### src/rtl/mdu_if.sv
// Request/result bundle between the EX stage and the multi-cycle multiply/divide unit.
// The pipeline side is the master: it drives the request and consumes stall and the HI/LO writes.
interface mdu_if;
  logic [4:0]  req_func;
  logic        req_sign;
  logic [31:0] src_a;
  logic [31:0] src_b;
  logic        stall;
  logic        busy;
  logic        hi_write;
  logic [31:0] hi_write_data;
  logic        lo_write;
  logic [31:0] lo_write_data;

  modport master (
    output req_func, req_sign, src_a, src_b,
    input  stall, busy, hi_write, hi_write_data, lo_write, lo_write_data
  );

  modport slave (
    input  req_func, req_sign, src_a, src_b,
    output stall, busy, hi_write, hi_write_data, lo_write, lo_write_data
  );
endinterface

### src/rtl/mdu_ctrl.sv
// Multi-cycle multiply/divide unit beside the EX-stage ALU: shift-add multiply, restoring divide,
// pipeline stall while iterating and a one-cycle HI/LO write pulse on completion.
module mdu_ctrl #(
  parameter int unsigned MUL_ITER_BITS = 1,
  parameter logic [31:0] DIV_ZERO_LO   = 32'hFFFFFFFF,
  parameter logic [4:0]  FUNC_MUL      = 5'b11000,
  parameter logic [4:0]  FUNC_DIV      = 5'b11010
) (
  input logic   clk,
  input logic   rst,
  input logic   flush,
  mdu_if.slave  bus
);

  localparam int unsigned MulIters = 32 / MUL_ITER_BITS;

  typedef enum logic [1:0] {StIdle, StMul, StDiv, StDone} state_e;

  state_e      state_q, state_d;
  logic [5:0]  cnt_q, cnt_d;
  logic [31:0] a_q, a_d;     // multiplicand, or dividend shifting into quotient
  logic [31:0] b_q, b_d;     // multiplier (shifted right each step), or divisor
  logic [63:0] acc_q, acc_d;
  logic [31:0] rem_q, rem_d;
  logic        neg_q, neg_d;
  logic        rem_neg_q, rem_neg_d;
  logic [31:0] hi_q, hi_d;
  logic [31:0] lo_q, lo_d;

  logic        req_mul, req_div, req_any, accept;
  logic [31:0] a_mag, b_mag;

  logic [31+MUL_ITER_BITS:0] pp, mul_sum;
  logic [63:0]               mul_next, mul_final;

  logic [32:0] div_shift, div_sub;
  logic        div_bit;
  logic [31:0] div_rem, div_quo;

  assign req_mul = (bus.req_func == FUNC_MUL);
  assign req_div = (bus.req_func == FUNC_DIV);
  assign req_any = req_mul | req_div;
  assign accept  = (state_q == StIdle) && req_any && !flush;

  // 0x80000000 negates to itself, which is the correct unsigned magnitude.
  assign a_mag = (bus.req_sign && bus.src_a[31]) ? -bus.src_a : bus.src_a;
  assign b_mag = (bus.req_sign && bus.src_b[31]) ? -bus.src_b : bus.src_b;

  // Multiply step: add multiplicand times the low digit into the upper half, then shift right.
  always_comb begin
    pp = '0;
    for (int k = 0; k < int'(MUL_ITER_BITS); k++) begin
      if (b_q[k]) begin
        pp = pp + ({{MUL_ITER_BITS{1'b0}}, a_q} << k);
      end
    end
    mul_sum   = {{MUL_ITER_BITS{1'b0}}, acc_q[63:32]} + pp;
    mul_next  = 64'({mul_sum, acc_q[31:0]} >> MUL_ITER_BITS);
    mul_final = neg_q ? -mul_next : mul_next;
  end

  // Restoring divide step: one quotient bit per cycle.
  always_comb begin
    div_shift = {rem_q, a_q[31]};
    div_bit   = (div_shift >= {1'b0, b_q});
    div_sub   = div_shift - {1'b0, b_q};
    div_rem   = 32'(div_bit ? div_sub : div_shift);
    div_quo   = {a_q[30:0], div_bit};
  end

  always_ff @(posedge clk) begin
    if (rst) begin
      state_q <= StIdle;
    end else begin
      state_q <= state_d;
    end
  end

  always_comb begin
    state_d = state_q;
    unique case (state_q)
      StIdle: begin
        if (accept) begin
          if (req_mul) begin
            state_d = StMul;
          end else begin
            state_d = (bus.src_b == '0) ? StDone : StDiv;
          end
        end
      end
      StMul, StDiv: begin
        if (flush) begin
          state_d = StIdle;
        end else if (cnt_q == '0) begin
          state_d = StDone;
        end
      end
      StDone:  state_d = StIdle;
      default: state_d = StIdle;
    endcase
  end

  always_comb begin
    cnt_d     = cnt_q;
    a_d       = a_q;
    b_d       = b_q;
    acc_d     = acc_q;
    rem_d     = rem_q;
    neg_d     = neg_q;
    rem_neg_d = rem_neg_q;
    hi_d      = hi_q;
    lo_d      = lo_q;
    unique case (state_q)
      StIdle: begin
        if (accept) begin
          a_d       = a_mag;
          b_d       = b_mag;
          acc_d     = '0;
          rem_d     = '0;
          neg_d     = bus.req_sign & (bus.src_a[31] ^ bus.src_b[31]);
          rem_neg_d = bus.req_sign & bus.src_a[31];
          cnt_d     = req_mul ? 6'(MulIters - 1) : 6'd31;
          if (req_div && (bus.src_b == '0)) begin
            hi_d  = bus.src_a;
            lo_d  = DIV_ZERO_LO;
            cnt_d = '0;
          end
        end
      end
      StMul: begin
        acc_d = mul_next;
        b_d   = b_q >> MUL_ITER_BITS;
        cnt_d = cnt_q - 6'd1;
        if (cnt_q == '0) begin
          cnt_d = '0;
          hi_d  = mul_final[63:32];
          lo_d  = mul_final[31:0];
        end
      end
      StDiv: begin
        rem_d = div_rem;
        a_d   = div_quo;
        cnt_d = cnt_q - 6'd1;
        if (cnt_q == '0) begin
          cnt_d = '0;
          hi_d  = rem_neg_q ? -div_rem : div_rem;
          lo_d  = neg_q ? -div_quo : div_quo;
        end
      end
      default: ;
    endcase
    if (flush) begin
      cnt_d = '0;
    end
  end

  always_ff @(posedge clk) begin
    if (rst) begin
      cnt_q     <= '0;
      a_q       <= '0;
      b_q       <= '0;
      acc_q     <= '0;
      rem_q     <= '0;
      neg_q     <= 1'b0;
      rem_neg_q <= 1'b0;
      hi_q      <= '0;
      lo_q      <= '0;
    end else begin
      cnt_q     <= cnt_d;
      a_q       <= a_d;
      b_q       <= b_d;
      acc_q     <= acc_d;
      rem_q     <= rem_d;
      neg_q     <= neg_d;
      rem_neg_q <= rem_neg_d;
      hi_q      <= hi_d;
      lo_q      <= lo_d;
    end
  end

  // Strobes and stall are gated by rst so every output reads 0 while reset is held.
  always_comb begin
    bus.stall = !rst && (((state_q == StIdle) && req_any && !flush) ||
                         (state_q == StMul) || (state_q == StDiv));
    bus.busy          = (state_q == StMul) || (state_q == StDiv);
    bus.hi_write      = (state_q == StDone) && !flush && !rst;
    bus.lo_write      = (state_q == StDone) && !flush && !rst;
    bus.hi_write_data = hi_q;
    bus.lo_write_data = lo_q;
  end

endmodule

### src/flat_wrapper.sv
// flat-port wrapper written by rule: the top's interface ports become plain ports
module mdu_ctrl_flat 
#(
  parameter int unsigned MUL_ITER_BITS = 1,
  parameter logic [31:0] DIV_ZERO_LO   = 32'hFFFFFFFF,
  parameter logic [4:0]  FUNC_MUL      = 5'b11000,
  parameter logic [4:0]  FUNC_DIV      = 5'b11010
)
  (clk, rst, flush, bus_req_func, bus_req_sign, bus_src_a, bus_src_b, bus_stall, bus_busy, bus_hi_write, bus_hi_write_data, bus_lo_write, bus_lo_write_data);
  mdu_if bus_i ();
  input logic clk;
  input logic rst;
  input logic flush;
  input wire logic [$bits(bus_i.req_func)-1:0] bus_req_func;
  input wire logic [$bits(bus_i.req_sign)-1:0] bus_req_sign;
  input wire logic [$bits(bus_i.src_a)-1:0] bus_src_a;
  input wire logic [$bits(bus_i.src_b)-1:0] bus_src_b;
  output wire logic [$bits(bus_i.stall)-1:0] bus_stall;
  output wire logic [$bits(bus_i.busy)-1:0] bus_busy;
  output wire logic [$bits(bus_i.hi_write)-1:0] bus_hi_write;
  output wire logic [$bits(bus_i.hi_write_data)-1:0] bus_hi_write_data;
  output wire logic [$bits(bus_i.lo_write)-1:0] bus_lo_write;
  output wire logic [$bits(bus_i.lo_write_data)-1:0] bus_lo_write_data;
  assign bus_i.req_func = bus_req_func;
  assign bus_i.req_sign = bus_req_sign;
  assign bus_i.src_a = bus_src_a;
  assign bus_i.src_b = bus_src_b;
  assign bus_stall = bus_i.stall;
  assign bus_busy = bus_i.busy;
  assign bus_hi_write = bus_i.hi_write;
  assign bus_hi_write_data = bus_i.hi_write_data;
  assign bus_lo_write = bus_i.lo_write;
  assign bus_lo_write_data = bus_i.lo_write_data;
  mdu_ctrl #(.MUL_ITER_BITS(MUL_ITER_BITS), .DIV_ZERO_LO(DIV_ZERO_LO), .FUNC_MUL(FUNC_MUL), .FUNC_DIV(FUNC_DIV)) u_core (.clk(clk), .rst(rst), .flush(flush), .bus(bus_i));
endmodule
### config.mk
export PLATFORM = sky130hd
export DESIGN_NAME = mdu_ctrl_flat
export DESIGN_NICKNAME = d
export VERILOG_FILES = /design/src/rtl/mdu_if.sv /design/src/rtl/mdu_ctrl.sv /design/src/flat_wrapper.sv
export SDC_FILE = /design/constraint.sdc
export NUM_CORES = 1
export LEC_CHECK = 0
export BUFFER_PORTS_ARGS = -buffer_cell sky130_fd_sc_hd__buf_2
export CAP_MARGIN = 30
export CORE_MARGIN = 1
export CORE_UTILIZATION = 35
export CTS_BUF_LIST = sky130_fd_sc_hd__clkbuf_4
export DETAILED_ROUTE_END_ITERATION = 8
export GPL_TIMING_DRIVEN = 1
export SYNTH_ARGS = -nofsm -noshare
export SYNTH_HDL_FRONTEND = slang
export SYNTH_SLANG_ARGS = --single-unit
### constraint.sdc
create_clock -name clk -period 14.7 [get_ports clk]
set_clock_uncertainty 0.15 [all_clocks]
set_input_delay 2.94 -clock clk [delete_from_list [all_inputs] [get_ports clk]]
set_output_delay 2.94 -clock clk [all_outputs]
set_load 0.01 [all_outputs]
==> impl_results.md <==
- Hold_sp: u_core.b_q[21]
- Clk pin slew, worst setup/hold paths: approximately 0.06 ns
- Nets: between 2k and 3k
- Area Growth Syn to Fin: 10.4%
- Worst r2r path cells: 15
- Startpoint type of the worst setup path: input pin
- Terminus of the critical flop-to-flop path: u_core.bus.lo_write_data[31]
- Reg-to-reg slack, setup: between 8 and 9 ns
- CTS tree: done
- Slowest CP cell: a31oi_1
- Post-synth top flop: dfxtp_1
- Vias: between 20k and 25k
- Critical path data arrival time: between 4 and 5 ns
- Synth area leaders: dfxtp_1 (25%), xnor2_1 (6.8%), nand2_1 (6.4%)
- Pins Over Slew Limit: 0
- Final Setup Violations: 0
- Worst path required time: roughly 12 ns
- Synthesis Warnings: 0
- Core area: roughly 53000 µm²
- Clock sink count: around 230
- Fmax: around 130 MHz
- First-pass GRT wire length: 108000 µm
- Reg2reg start: u_core.rem_q[7]
- Slew @ Worst Pin: approximately 1 ns
- Number of flops mapped to enable cells by yosys: 0
- H-tree levels: 3
- IO Count: roughly 140
- Worst min path class: reg2reg
- Endpoints failing hold: 0
- Post_cts resized: 0
- Avg Inst Size Synth: roughly 7.3 µm²
- Yosys top cell by area: dfxtp_1
- Die W: approximately 230 µm
- Hold Path Depth: 2
- Placement row count: 84
- Post-route setup TNS: 0 ns
- Die height: 234 µm
- Fillcell total: 5469
- Clk buf depth: 3
- Overall routed net length: slightly above 70000 µm
- Worst Hold Endpoint: u_core.b_q[21]
- Max incr delay on CP: about 0.43 ns
- Max_cap viols: 0
- Postcts setup bufs: 0
- Post-Syn Nets: about 2.7k
- Area of the die: about 55000 µm²
- Failing checks: DRC
- PortBufs: 140
- Vias per cell: 6.01
- Critical path peak fanout: 10
- Dpl hpwl: roughly 52000 µm
- Total grt overflow: 0
- Top cell type's share of synthesized area: between 20% and 30%
- Final worst path period need: between 7 and 8 ns
- Wirelength per Cell: about 21 µm
- Post-Syn Instances: between 2k and 3k
- Starting Density: 35.7%
- Global Route Usage Sum: roughly 25%
- Residual DRC: 24
- #FFs+latches synth: approximately 230
- Drt first pass iters: 8
- Insertion delay to the later sink of the worst-skew pair: around 0.85 ns
- Final Cycle Share: 52.0%
- Synth unique cells: 98
- Status: complete, but fails checks
- CTS buffer count: 68
- CP Cell Sequence: buf_2 > nor2_1 > nand3_1 > or3_1 > buf_4 > a31oi_1 > buf_2
- RSZ-0062 raised after global routing: no
- CP Capture Type: primary output
- Crit path top cell by count: buf_2
- Proportion of layout cells with a drive suffix above 1: approximately an eighth
- Ys async rst share: 0%
- Cell Area, Synth: around 19000 µm²
- Routed Antenna Nets: 0
- Initial antenna violation count: 6
- Vias in the first global route: between 15k and 20k
- Kind of critical path: in2out
- Worst rel slew slack: 33.8%
- Initial DRC Count: 2024
- Sequential area share after synthesis: 24.7%
- Root buffer cell: clkbuf_4
- Cts hold-fix bufs: 0
- Pin count of the biggest net entering global routing: 88
- GP Congestion: 0.938
-- metrics by stage --
step | util [%] | hold slack, ns | cells | instance area, µm² | setup slack [ns]
finish | 39.4 | 0.303 | 3377 | 20800 | 7.06
global route | 39.4 | 0.324 | 3375 | 20800 | 6.99
CTS | 39.3 | 0.306 | 3369 | 20800 | 7.08
detailed placement | 37.6 | 0.298 | 3255 | 19900 | 7.10
global placement | 37.6 | 0.290 | 3253 | 19900 | 7.11
floorplan | - | 0.282 | 2586 | 18900 | 7.66
-- worst max path at each step --
stage,from,to,depth (start not counted)
5_1_grt,bus_req_func[0],bus_stall,7
3_5_place_dp,bus_req_func[0],bus_stall,7
2_1_floorplan,bus_req_func[0],bus_stall,5
4_1_cts,bus_req_func[0],bus_stall,7
3_3_place_gp,bus_req_func[0],bus_stall,7
6_report,bus_req_func[0],bus_stall,7
-- final cells by class --
cell class / count / area (µm²) / share of cell area, %
inverter: 69 / 259 / 1.24
clock buffer: 96 / 721 / 3.46
tap: 688 / 861 / 4.14
antenna: 5 / 12.5 / 0.0601
timing repair buffer: 171 / 951 / 4.57
clock inverter: 18 / 156 / 0.751
sequential: 233 / 4670 / 22.4
multi-input combinational: 2097 / 13200 / 63.4
-- sequential cells by signal (all words and copies together) (netlist names) --
register	flops
u_core.a_q	32
u_core.acc_q	63
u_core.b_q	32
u_core.bus.hi_write_data	32
u_core.bus.lo_write_data	32
u_core.cnt_q	6
u_core.neg_q	1
u_core.rem_neg_q	1
u_core.rem_q	32
u_core.state_q	2
-- synth_stat cells (all sizes together), types with 31 or more instances --
library cell / number
a211oi: 37
a21oi: 188
a221oi: 46
a22oi: 93
and2: 49
clkbuf: 163
dfxtp: 233
ha: 78
inv: 68
nand2: 322
nand3: 31
nor2: 277
nor3: 74
nor4: 33
o211ai: 36
o21ai: 192
o31ai: 45
or3: 35
xnor2: 146
xor2: 65
-- routing by layer --
layer	wire, µm	part of all wire, %	global-route usage [%]
met1	32100	46	36.4
met2	29700	42	36.7
met3	7050	10	5.71
met4	1710	2.4	8.24
met5	36	0.051	0
-- placed cells by master (no fill, tap or decap), types with 12 or more instances in the layout --
cell type / n
o211ai_1: 36
nand4_1: 28
or3_1: 33
a21o_1: 16
dfxtp_1: 232
buf_4: 26
mux2i_1: 19
and2_1: 49
and3_1: 17
ha_1: 75
nor2_1: 277
xor2_1: 65
nor3_1: 72
o31ai_1: 45
or4_1: 23
xnor2_1: 146
a21oi_1: 184
o21ai_0: 189
a211oi_1: 36
buf_2: 140
nand2_1: 322
clkinv_1: 13
nand2b_1: 19
a31oi_1: 12
o21a_1: 12
o41ai_1: 28
clkbuf_4: 97
a221oi_1: 45
nand3_1: 31
inv_1: 67
a22oi_1: 93
nor4_1: 33
-- worst max-delay path: cells and delay by family --
family	cells	cell delay (ns)
buffers and inverters	3	0.53
and+or+nand+nor	3	0.64
AOI/OAI and AO/OA	1	0.43
-- cell families (layout without fill, tap and decap cells) --
| family | count (synthesis) | in the layout | synth area share [%] |
|---|---|---|---|
| other | 0 | 5 | 0 |
| XOR/XNOR | 211 | 211 | 9.80 |
| multiplexers | 24 | 24 | 1.31 |
| adder cells (fa/ha/maj) | 80 | 80 | 5.39 |
| AO/OA/AOI/OAI | 814 | 814 | 28.7 |
| buffers and inverters | 256 | 354 | 5.73 |
| flip-flops | 233 | 233 | 24.7 |
| AND/OR/NAND/NOR | 968 | 968 | 24.3 |
Power is not shown: default switching activity piles up to over one toggle a cycle in this logic, so the estimate is an artifact.
